<file path="src/rtl/seg7_pkg.sv">
// seg7_pkg: shared constants and the BCD-to-segment decode function for the
// four-digit seven-segment scanner. Segment vectors are active-low and
// ordered a..g in bits [6:0].
package seg7_pkg;

    localparam logic [6:0] SEG_0     = 7'b0000001;
    localparam logic [6:0] SEG_1     = 7'b1001111;
    localparam logic [6:0] SEG_2     = 7'b0010010;
    localparam logic [6:0] SEG_3     = 7'b0000110;
    localparam logic [6:0] SEG_4     = 7'b1001100;
    localparam logic [6:0] SEG_5     = 7'b0100100;
    localparam logic [6:0] SEG_6     = 7'b0100000;
    localparam logic [6:0] SEG_7     = 7'b0001111;
    localparam logic [6:0] SEG_8     = 7'b0000000;
    localparam logic [6:0] SEG_9     = 7'b0000100;
    localparam logic [6:0] SEG_DASH  = 7'b1111110;
    localparam logic [6:0] SEG_BLANK = 7'b1111111;

    localparam logic [7:0] SEG_OFF = 8'hFF;
    localparam logic [3:0] AN_OFF  = 4'hF;

    // Non-decimal nibbles show a dash so bad upstream data is visible.
    function automatic logic [6:0] bcd_to_seg(input logic [3:0] nib);
        logic [6:0] s;
        case (nib)
            4'd0:    s = SEG_0;
            4'd1:    s = SEG_1;
            4'd2:    s = SEG_2;
            4'd3:    s = SEG_3;
            4'd4:    s = SEG_4;
            4'd5:    s = SEG_5;
            4'd6:    s = SEG_6;
            4'd7:    s = SEG_7;
            4'd8:    s = SEG_8;
            4'd9:    s = SEG_9;
            default: s = SEG_DASH;
        endcase
        return s;
    endfunction

endpackage

</file>
<file path="src/rtl/seg7_decode.sv">
// seg7_decode: combinational nibble to active-low a..g segment decoder.
module seg7_decode
    import seg7_pkg::*;
(
    input  logic [3:0] nib,
    output logic [6:0] seg_n
);

    // Pure table lookup; the scan top muxes the digit in front of this.
    always_comb begin
        seg_n = bcd_to_seg(nib);
    end

endmodule

</file>
<file path="src/rtl/seg7_scan.sv">
// seg7_scan: four-digit time-multiplexed seven-segment driver.
// Inputs are latched once per frame (end of digit 3's slot), each digit slot
// is SCAN_DIV cycles, and brightness is a PWM window of (bright+1)/8 of the
// slot. seg/an are registered together, one cycle behind the (idx,cnt) state.
// Optional: define SEG7_BLANK_EN for leading-zero blanking of digits 3..1.
module seg7_scan
    import seg7_pkg::*;
#(
    parameter int SCAN_DIV = 65536
) (
    input  logic        clk,
    input  logic        rst,
    input  logic [15:0] digits_in,
    input  logic [3:0]  dp_in,
    input  logic [2:0]  bright,
    output logic [7:0]  seg,
    output logic [3:0]  an,
    output logic        frame_tick
);

    localparam int            CW      = $clog2(SCAN_DIV);
    localparam logic [CW-1:0] CNT_MAX = CW'(SCAN_DIV - 1);
    localparam int            SLOT8   = SCAN_DIV / 8;

    logic [CW-1:0] cnt_q, cnt_d;
    logic [1:0]    idx_q, idx_d;
    logic [15:0]   dig_q, dig_d;
    logic [3:0]    dp_q, dp_d;
    logic [2:0]    br_q, br_d;
    logic [7:0]    seg_q, seg_d;
    logic [3:0]    an_q, an_d;
    logic          tick_q, tick_d;

    logic          wrap;
    logic          frame_end;
    logic          lit;
    logic [3:0]    cur_nib;
    logic [6:0]    dec_seg;
    logic [6:0]    body;

    seg7_decode u_decode (
        .nib   (cur_nib),
        .seg_n (dec_seg)
    );

    // Scan counters, frame latch, PWM window and registered output build.
    always_comb begin
        wrap      = (cnt_q == CNT_MAX);
        frame_end = wrap && (idx_q == 2'd3);

        cnt_d = wrap ? '0 : cnt_q + CW'(1);
        idx_d = wrap ? idx_q + 2'd1 : idx_q;

        // Inputs only enter at the frame boundary so a frame never tears.
        dig_d = frame_end ? digits_in : dig_q;
        dp_d  = frame_end ? dp_in     : dp_q;
        br_d  = frame_end ? bright    : br_q;

        cur_nib = dig_q[{idx_q, 2'b00} +: 4];
        lit     = 32'(cnt_q) < ((32'(br_q) + 32'd1) * 32'(SLOT8));

`ifdef SEG7_BLANK_EN
        // A digit is blank while it and everything to its left is zero.
        begin
            logic [3:0] blank;
            blank[3] = (dig_q[15:12] == 4'd0);
            blank[2] = blank[3] && (dig_q[11:8] == 4'd0);
            blank[1] = blank[2] && (dig_q[7:4]  == 4'd0);
            blank[0] = 1'b0;
            body = blank[idx_q] ? SEG_BLANK : dec_seg;
        end
`else
        body = dec_seg;
`endif

        seg_d  = lit ? {~dp_q[idx_q], body} : SEG_OFF;
        an_d   = lit ? ~(4'b0001 << idx_q) : AN_OFF;
        tick_d = frame_end;
    end

    // All state, including the outputs, updates on one edge.
    always_ff @(posedge clk) begin
        if (rst) begin
            cnt_q  <= '0;
            idx_q  <= 2'd0;
            dig_q  <= 16'h0000;
            dp_q   <= 4'h0;
            br_q   <= 3'd0;
            seg_q  <= SEG_OFF;
            an_q   <= AN_OFF;
            tick_q <= 1'b0;
        end else begin
            cnt_q  <= cnt_d;
            idx_q  <= idx_d;
            dig_q  <= dig_d;
            dp_q   <= dp_d;
            br_q   <= br_d;
            seg_q  <= seg_d;
            an_q   <= an_d;
            tick_q <= tick_d;
        end
    end

    assign seg        = seg_q;
    assign an         = an_q;
    assign frame_tick = tick_q;

endmodule

</file>
<file path="config.mk">
export PLATFORM = sky130hd
export DESIGN_NAME = seg7_scan
export DESIGN_NICKNAME = d
export VERILOG_FILES = /design/src/rtl/seg7_pkg.sv /design/src/rtl/seg7_decode.sv /design/src/rtl/seg7_scan.sv
export SDC_FILE = /design/constraint.sdc
export NUM_CORES = 1
export LEC_CHECK = 0
export CORE_UTILIZATION = 58
export CTS_CLUSTER_DIAMETER = 120
export CTS_CLUSTER_SIZE = 20
export DETAILED_ROUTE_END_ITERATION = 6
export PLACE_DENSITY = 0.93
export SYNTH_ARGS = -nofsm -noshare
export SYNTH_HDL_FRONTEND = slang
export SYNTH_SLANG_ARGS = --single-unit
</file>
<file path="constraint.sdc">
create_clock -name clk -period 5.37 [get_ports clk]
set_input_delay 1.074 -clock clk [delete_from_list [all_inputs] [get_ports clk]]
set_output_delay 1.074 -clock clk [all_outputs]
set_load 0.01 [all_outputs]
</file>
==> results.md, run 1 <==
* Crit path required time at 5.55 ns
* WS Path Type: flip-flop to flip-flop
* Post-CTS sizing at 0
* Fraction of registers with async set/reset at 0%
* GPL Wtd Cong at 0.821
* Worst R2R Path Depth at 4
* Final setup viols at 0
* Achievable frequency at 0.370 GHz
* Nets at 340
* Worst R2R Setup Slack at 2.67 ns
* DR vias at 2,118
* Post-route ant nets at 0
* Crit path launch type: flip-flop
* Crit-path max FO at 25
* Sequential share of the synthesized area at 42.5%
* Mapped Area at 0.00254 mm²
* Worst path depth at 4
* Drt first pass iters at 5
* Row count at 23
* Total grt overflow at 0
* Post-route clock period utilization at 50.3%
* Initial antenna violation count at 0
* # DRC at 0
* Final worst clock skew at 0.00479 ns
* Final HPWL DP at 3600 µm
* Worst-margin pin slew at 0.977 ns
* Power share of the sequential group at 60.4%
* Ports at 38
* Worst hold margin at 0.474 ns
* Outcome: complete, no violations
* Final count of hold timing violations at 0
* Yosys top cell by area: dfxtp_1
* Post-layout util at 72.0%
* Number of flops mapped to enable cells by yosys at 0
* RSZ-0062 raised after global routing: no
* Worst r2r src: idx_q[0]
* Ys flop type: dfxtp_1
* Share of cells above drive strength 1 at 4.97%
* Endpoint class of the critical path: flip-flop
* Number of max-cap violations at 0
* Overall routed net length at 5390 µm
* Initial core utilization at 61.8%
* Antenna cells at 0
* IO buf count at 37
* Vias in the first global route at 2,002
* Critical-path top delay cell: ha_1
* Top cells by area, synth: dfxtp_1, ha_1, o31ai_1
* Top Family by Delay on Critical Path: adder cells
* DR iter-0 viols at 164
* CP Capture Point: dig_q[12]
* Mapped Nets at 319
* Worst slew margin at 34.7%
* Clock Sinks at 54
* Cell variety after synth at 35
* Final cell count without fillers at 352
* Clk_lat worst skew at 0.30 ns
* Post-Synthesis Cells at 280
* CTS max path bufs at 2
* CTS Buf Count at 5
* Worst slack, placed at 2.75 ns
* Total Routing Usage GR at 26.1%
* Setup ws final at 2.67 ns
* Worst-path clk slew at 0.09 ns
* Fillers at 325
* Setup tns final at 0 ns
* Sw Share at 21.1%
* Clock power frac at 34.1%
* Routed length per placed instance at 15.3 µm
* # Post-CTS Setup Buffers at 0
* Share of the synthesized area in the top cell type at 42.5%
* CP startpoint: idx_q[0]
* Comb pwr share at 5.6%
* Largest net degree at the start of global routing at 32
* Switch Pwr at 0.143 mW
* Hold-fix buffers, CTS at 0
* Internal power at 0.533 mW
* First-pass GRT wire length at 9050 µm
* P&R area growth vs syn at 16.5%
* Post-synthesis register bit count at 54
* Final slew viol count at 0
* Synth warn at 0
* Power Density at 228 mW/mm²
* Die X at 68.2 µm
* Mean post-synth cell area at 9.08 µm²
* Worst Path Buf+Inv at 1
* Die area at 0.00465 mm²
* CP arrival at 2.88 ns
* Crit-path max cell delay at 0.83 ns
* Hold Path Class: flip-flop to flip-flop
* Core area at 0.00412 mm²
* Leak at 0.998 nW
* Vias per cell at 6.02
* Die H at 68.2 µm
* CTS tree: built
* Placed insts at 344
* Min Tclk post-route at 2.70 ns
* H-tree depth at 2
* Worst VDD drop at 198 µV
* Root buf cell: clkbuf_8
* Reg-to-Reg End: dig_q[12]
* Critical path cell sequence: ha_1 > inv_1 > o31ai_1 > a21oi_1
[worst min-delay path, stage by stage (launching register included)]
cell     delay, ns
dfxtp_1       0.32
o31ai_1       0.06
a21oi_1       0.06
[worst min path at each step]
stage | from | to | cells past startpoint
2_1_floorplan | dig_q[10] | dig_q[10] | 2
3_3_place_gp | dig_q[8] | dig_q[8] | 2
3_5_place_dp | dig_q[8] | dig_q[8] | 2
4_1_cts | dig_q[6] | dig_q[6] | 2
5_1_grt | dig_q[13] | dig_q[13] | 2
6_report | dig_q[15] | dig_q[15] | 2
[synth_stat cells, types with 6 or more instances]
master / number
xnor2_1: 6
a21oi_1: 34
dfxtp_1: 54
nand4_1: 23
ha_1: 14
nand3_1: 9
nor2_1: 15
o21ai_1: 8
buf_2: 11
or3_1: 7
o31ai_1: 23
nand2_1: 16
inv_1: 10
clkbuf_1: 12
[cell type report]
cell class                 count  area, µm²  share of cell area, %
clock buffer                   7       86.3                   2.91
clock inverter                 1       5.00                  0.169
inverter                      10       37.5                   1.27
multi-input combinational    192       1310                   44.3
sequential                    54       1080                   36.5
tap                           50       62.6                   2.11
timing repair buffer          38        378                   12.7
[sequential cells by signal (all words and copies together), names as in the netlist]
register	cells
cnt_q	16
frame_tick	1
dp_q	4
an	4
seg	8
br_q	3
idx_q	2
dig_q	16
[layer usage]
layer  GRT usage (%)  share of wire (%)  wire (µm)  vias up
met5               0                  0          0        -
met4            8.85                1.8         96        0
li1                -                  -          -     1064
met3            8.00                6.0        322       11
met2            43.1                 50       2690       67
met1            32.1                 42       2290      976
[power groups by stage]
stage                     clock (mW)  sequential (mW)  combinational [mW]
after floorplan                    0            0.418             0.00965
after global placement             0            0.417              0.0371
after detailed placement           0            0.417              0.0374
after CTS                      0.231            0.408              0.0377
after global routing           0.252            0.409              0.0403
final                          0.230            0.408              0.0375
[logic make-up (layout without fill, tap and decap cells)]
| family | Yosys count | in the layout | share of synthesized area (%) |
|---|---|---|---|
| AND/OR/NAND/NOR | 88 | 88 | 18.8 |
| flip-flops | 54 | 54 | 42.5 |
| XOR/XNOR | 10 | 10 | 3.44 |
| AO/OA/AOI/OAI | 73 | 73 | 17.2 |
| buffers and inverters | 34 | 56 | 5.85 |
| multiplexers | 7 | 7 | 5.31 |
| adder cells (fa/ha/maj) | 14 | 14 | 6.89 |
[per-stage QoR]
step,power (mW),cell area [µm²]
floorplan,0.428,2540
global placement,0.454,2870
detailed placement,0.454,2870
CTS,0.677,2960
global route,0.701,2960
finish,0.675,2960
[placed cells by master, fill, tap and decap left out, types with 2 or more instances in the layout]
cell	Yosys	routed
dfxtp_1	54	54
clkdlybuf4s50_1	0	37
a21oi_1	34	34
o31ai_1	23	23
nand4_1	23	23
nand2_1	16	16
nor2_1	15	15
ha_1	14	14
inv_1	10	10
nand3_1	9	9
o21ai_1	8	8
or3_1	7	7
xnor2_1	6	6
clkbuf_8	0	6
mux4_2	5	5
nor4_1	4	4
xor2_1	4	4
nor2b_1	2	2
nand2b_1	2	2
o22ai_1	2	2
or2_1	2	2
mux2_1	2	2
o21ai_0	2	2
and3_1	2	2
Note: power is estimated with default switching activity, not from simulation.
==> inputs of run 2 (changes only) <==
--- a/config.mk
+++ b/config.mk
@@ -5,11 +5,11 @@
 export SDC_FILE = /design/constraint.sdc
 export NUM_CORES = 1
 export LEC_CHECK = 0
-export CORE_UTILIZATION = 58
+export CORE_UTILIZATION = 53
 export CTS_CLUSTER_DIAMETER = 120
 export CTS_CLUSTER_SIZE = 20
 export DETAILED_ROUTE_END_ITERATION = 6
-export PLACE_DENSITY = 0.93
+export PLACE_DENSITY = 0.86
 export SYNTH_ARGS = -nofsm -noshare
 export SYNTH_HDL_FRONTEND = slang
 export SYNTH_SLANG_ARGS = --single-unit
==> constraint.sdc (replaced) <==
create_clock -name clk -period 2.8 [get_ports clk]
set_input_delay 0.56 -clock clk [delete_from_list [all_inputs] [get_ports clk]]
set_output_delay 0.56 -clock clk [all_outputs]
set_load 0.01 [all_outputs]
==> run 2 against run 1 <==
Compared with the run above:
- critical endpoint is now cnt_q[14]
- highest routed layer unchanged
- first-iteration DRC count increased by 1.8%
- largest cell class unchanged
- routed wire length increased by 3.0%
- clock skew increased by 0.0082 ns
- hold slack got worse by 0.0055 ns
- fmax increased by 22%
- the flow now finishes with violations (design-rule violations)
==> results.md, run 2 (synthesis gave the netlist of run 1 again) <==
* Outcome: complete, but fails checks
* Failing checks: design-rule violations
* Placed insts at 354 (+2.9%)
* Worst slack, placed at 0.596 ns (-2.15 ns)
* Die H at 71.3 µm (+4.5%)
* Worst r2r src: cnt_q[0]
* # Post-CTS Setup Buffers at 0 (unchanged)
* RSZ-0062 raised after global routing: no
* Crit-path max cell delay at 0.75 ns (-0.08 ns)
* Worst-path clk slew at 0.09 ns (about the same)
* Worst R2R Path Depth at 5 (+1)
* Reg-to-Reg End: cnt_q[14]
* Endpoint class of the critical path: flip-flop
* # DRC at 3 (+3)
* Hold Path Class: flip-flop to flip-flop
* Crit-path max FO at 28 (+12%)
* Setup ws final at 0.582 ns (-2.09 ns)
* Critical-path top delay cell: or3_1
* Commonest non-fill, non-tap cell in the layout: dfxtp_1
* Crit path launch type: flip-flop
* Critical path cell sequence: ha_1 > nand2_2 > or3_1 > or3_1 > a21oi_1
* Most frequent cells in the layout: dfxtp_1, clkdlybuf4s50_1, a21oi_1
* Share of cells above drive strength 1 at 7.42% (+2.5 points)
* Comb pwr share at 5.7% (about the same)
* DR vias at 2,178 (+2.8%)
* Crit path required time at 3.05 ns (-2.50 ns)
* Switch Pwr at 0.278 mW (+95%)
* Worst-margin pin slew at 0.933 ns (-0.0441 ns)
* CP arrival at 2.46 ns (-0.42 ns)
* CTS max path bufs at 2 (unchanged)
* Final slew viol count at 0 (unchanged)
* Overall routed net length at 5550 µm (+3.0%)
* Worst R2R Setup Slack at 0.58 ns (-2.09 ns)
* Min Tclk post-route at 2.22 ns (-0.484 ns)
* Final cell count without fillers at 362 (+2.8%)
* GPL Wtd Cong at 0.794 (-3.3%)
* WS Path Type: flip-flop to flip-flop
* Leak at 1.04 nW (+4.0%)
* Final HPWL DP at 3880 µm (+7.8%)
* Post-route ant nets at 0 (unchanged)
* Initial core utilization at 56.9% (-5.0 points)
* Clk_lat worst skew at 0.31 ns (about the same)
* Footprint of the multi-input gates at 0.00131 mm² (unchanged)
* Die X at 71.3 µm (+4.5%)
* Post-CTS sizing at 0 (unchanged)
* Power Density at 430 mW/mm² (+89%)
* Achievable frequency at 0.451 GHz (+22%)
* Clock Sinks at 54 (unchanged)
* CTS Buf Count at 5 (unchanged)
* IO buf count at 37 (unchanged)
* Setup tns final at 0 ns (unchanged)
* Nets at 348 (+2.4%)
* First-pass GRT wire length at 9340 µm (+3.2%)
* DR iter-0 viols at 167 (+1.8%)
* Number of max-cap violations at 0 (unchanged)
* Ports at 38 (unchanged)
* Total grt overflow at 0 (unchanged)
* Worst slew margin at 37.8% (+3.1 points)
* Power share of the sequential group at 60.0% (-0.4 points)
* Routed length per placed instance at 15.3 µm (+0.16%)
* Drt first pass iters at 6 (+1)
* DP Area at 0.00294 mm² (+2.2%)
* Worst hold margin at 0.468 ns (-0.00554 ns)
* Core area at 0.00447 mm² (+8.7%)
* Row count at 24 (+4.3%)
* Root buf cell: clkbuf_8
* Antenna cells at 0 (unchanged)
* Initial antenna violation count at 0 (unchanged)
* Largest net degree at the start of global routing at 29 (-9.4%)
* Hold-fix buffers, CTS at 0 (unchanged)
* Post-route clock period utilization at 79.2% (+29 points)
* Final setup viols at 0 (unchanged)
* Worst Min Path Start: dig_q[10]
* Final worst clock skew at 0.0130 ns (+0.00820 ns)
* Post-route cell area at 0.00303 mm² (+2.1%)
* Internal power at 1.02 mW (+92%)
* Worst VDD drop at 352 µV (+78%)
* Register area at 0.00108 mm² (unchanged)
* P&R area growth vs syn at 19.0%
* Vias per cell at 6.02 (about the same)
* Vias in the first global route at 2,092 (+4.5%)
* CTS tree: built
* Final count of hold timing violations at 0 (unchanged)
* H-tree depth at 2 (unchanged)
* Clock power frac at 34.3% (+0.2 points)
* Total Routing Usage GR at 23.4% (-2.8 points)
* Sw Share at 21.4% (+0.28 points)
* CP most frequent cell: or3_1
* CP startpoint: cnt_q[0]
* Fillers at 361 (+11%)
* Die area at 0.00508 mm² (+9.1%)
* CP Capture Point: cnt_q[14]
run 2: changes by cell type in the layout (fill, tap and decap cells not counted), sizes merged:
cell	before	now
buf	1	9
run 2: how the worst min path moves through the flow:
stage                      to  slack, ns  cells after the start
CTS                 dig_q[10]       0.47                      2
floorplan           dig_q[10]       0.44                      2
detailed placement  dig_q[10]       0.46                      2
finish              dig_q[10]       0.47                      2
global route        dig_q[15]       0.49                      2
global placement      dp_q[2]       0.45                      2
run 2: metrics by stage:
step                util [%]  power (mW)
floorplan                  -       0.821
global placement        65.6       0.872
detailed placement      65.6       0.873
CTS                     67.6        1.31
global route            67.6        1.35
finish                  67.6        1.30
run 2: power by group through the flow:
| stage | Combinational, mW | Sequential (mW) | Clock, mW |
|---|---|---|---|
| 2_1_floorplan | 0.0185 | 0.802 | 0 |
| 3_3_place_gp | 0.0731 | 0.799 | 0 |
| 3_5_place_dp | 0.0735 | 0.800 | 0 |
| 4_1_cts | 0.0740 | 0.782 | 0.455 |
| 5_1_grt | 0.0795 | 0.783 | 0.485 |
| 6_report | 0.0736 | 0.782 | 0.446 |
run 2: cell type report:
type | instances | share of cell area (%)
Multi-Input combinational cell | 192 | 43.4
Sequential cell | 54 | 35.7
Timing Repair Buffer | 46 | 14.5
Clock buffer | 7 | 2.85
Tap cell | 52 | 2.15
Inverter | 10 | 1.24
Clock inverter | 1 | 0.165
run 2: critical path, delay by kind of cell (launching register included):
family / cells / cell delay, ns
AO/OA/AOI/OAI: 1 / 0.13
adder cells (fa/ha/maj): 1 / 0.25
flip-flops: 1 / 0.40
AND/OR/NAND/NOR: 3 / 1.37
run 2: per-layer routing:
metal | GRT usage [%] | share of wire [%] | vias to the layer above
li1 | - | - | 1074
met1 | 27.5 | 42 | 1034
met2 | 41.3 | 50 | 60
met3 | 5.49 | 5.8 | 10
met4 | 8.89 | 1.7 | 0
met5 | 0 | 0 | -
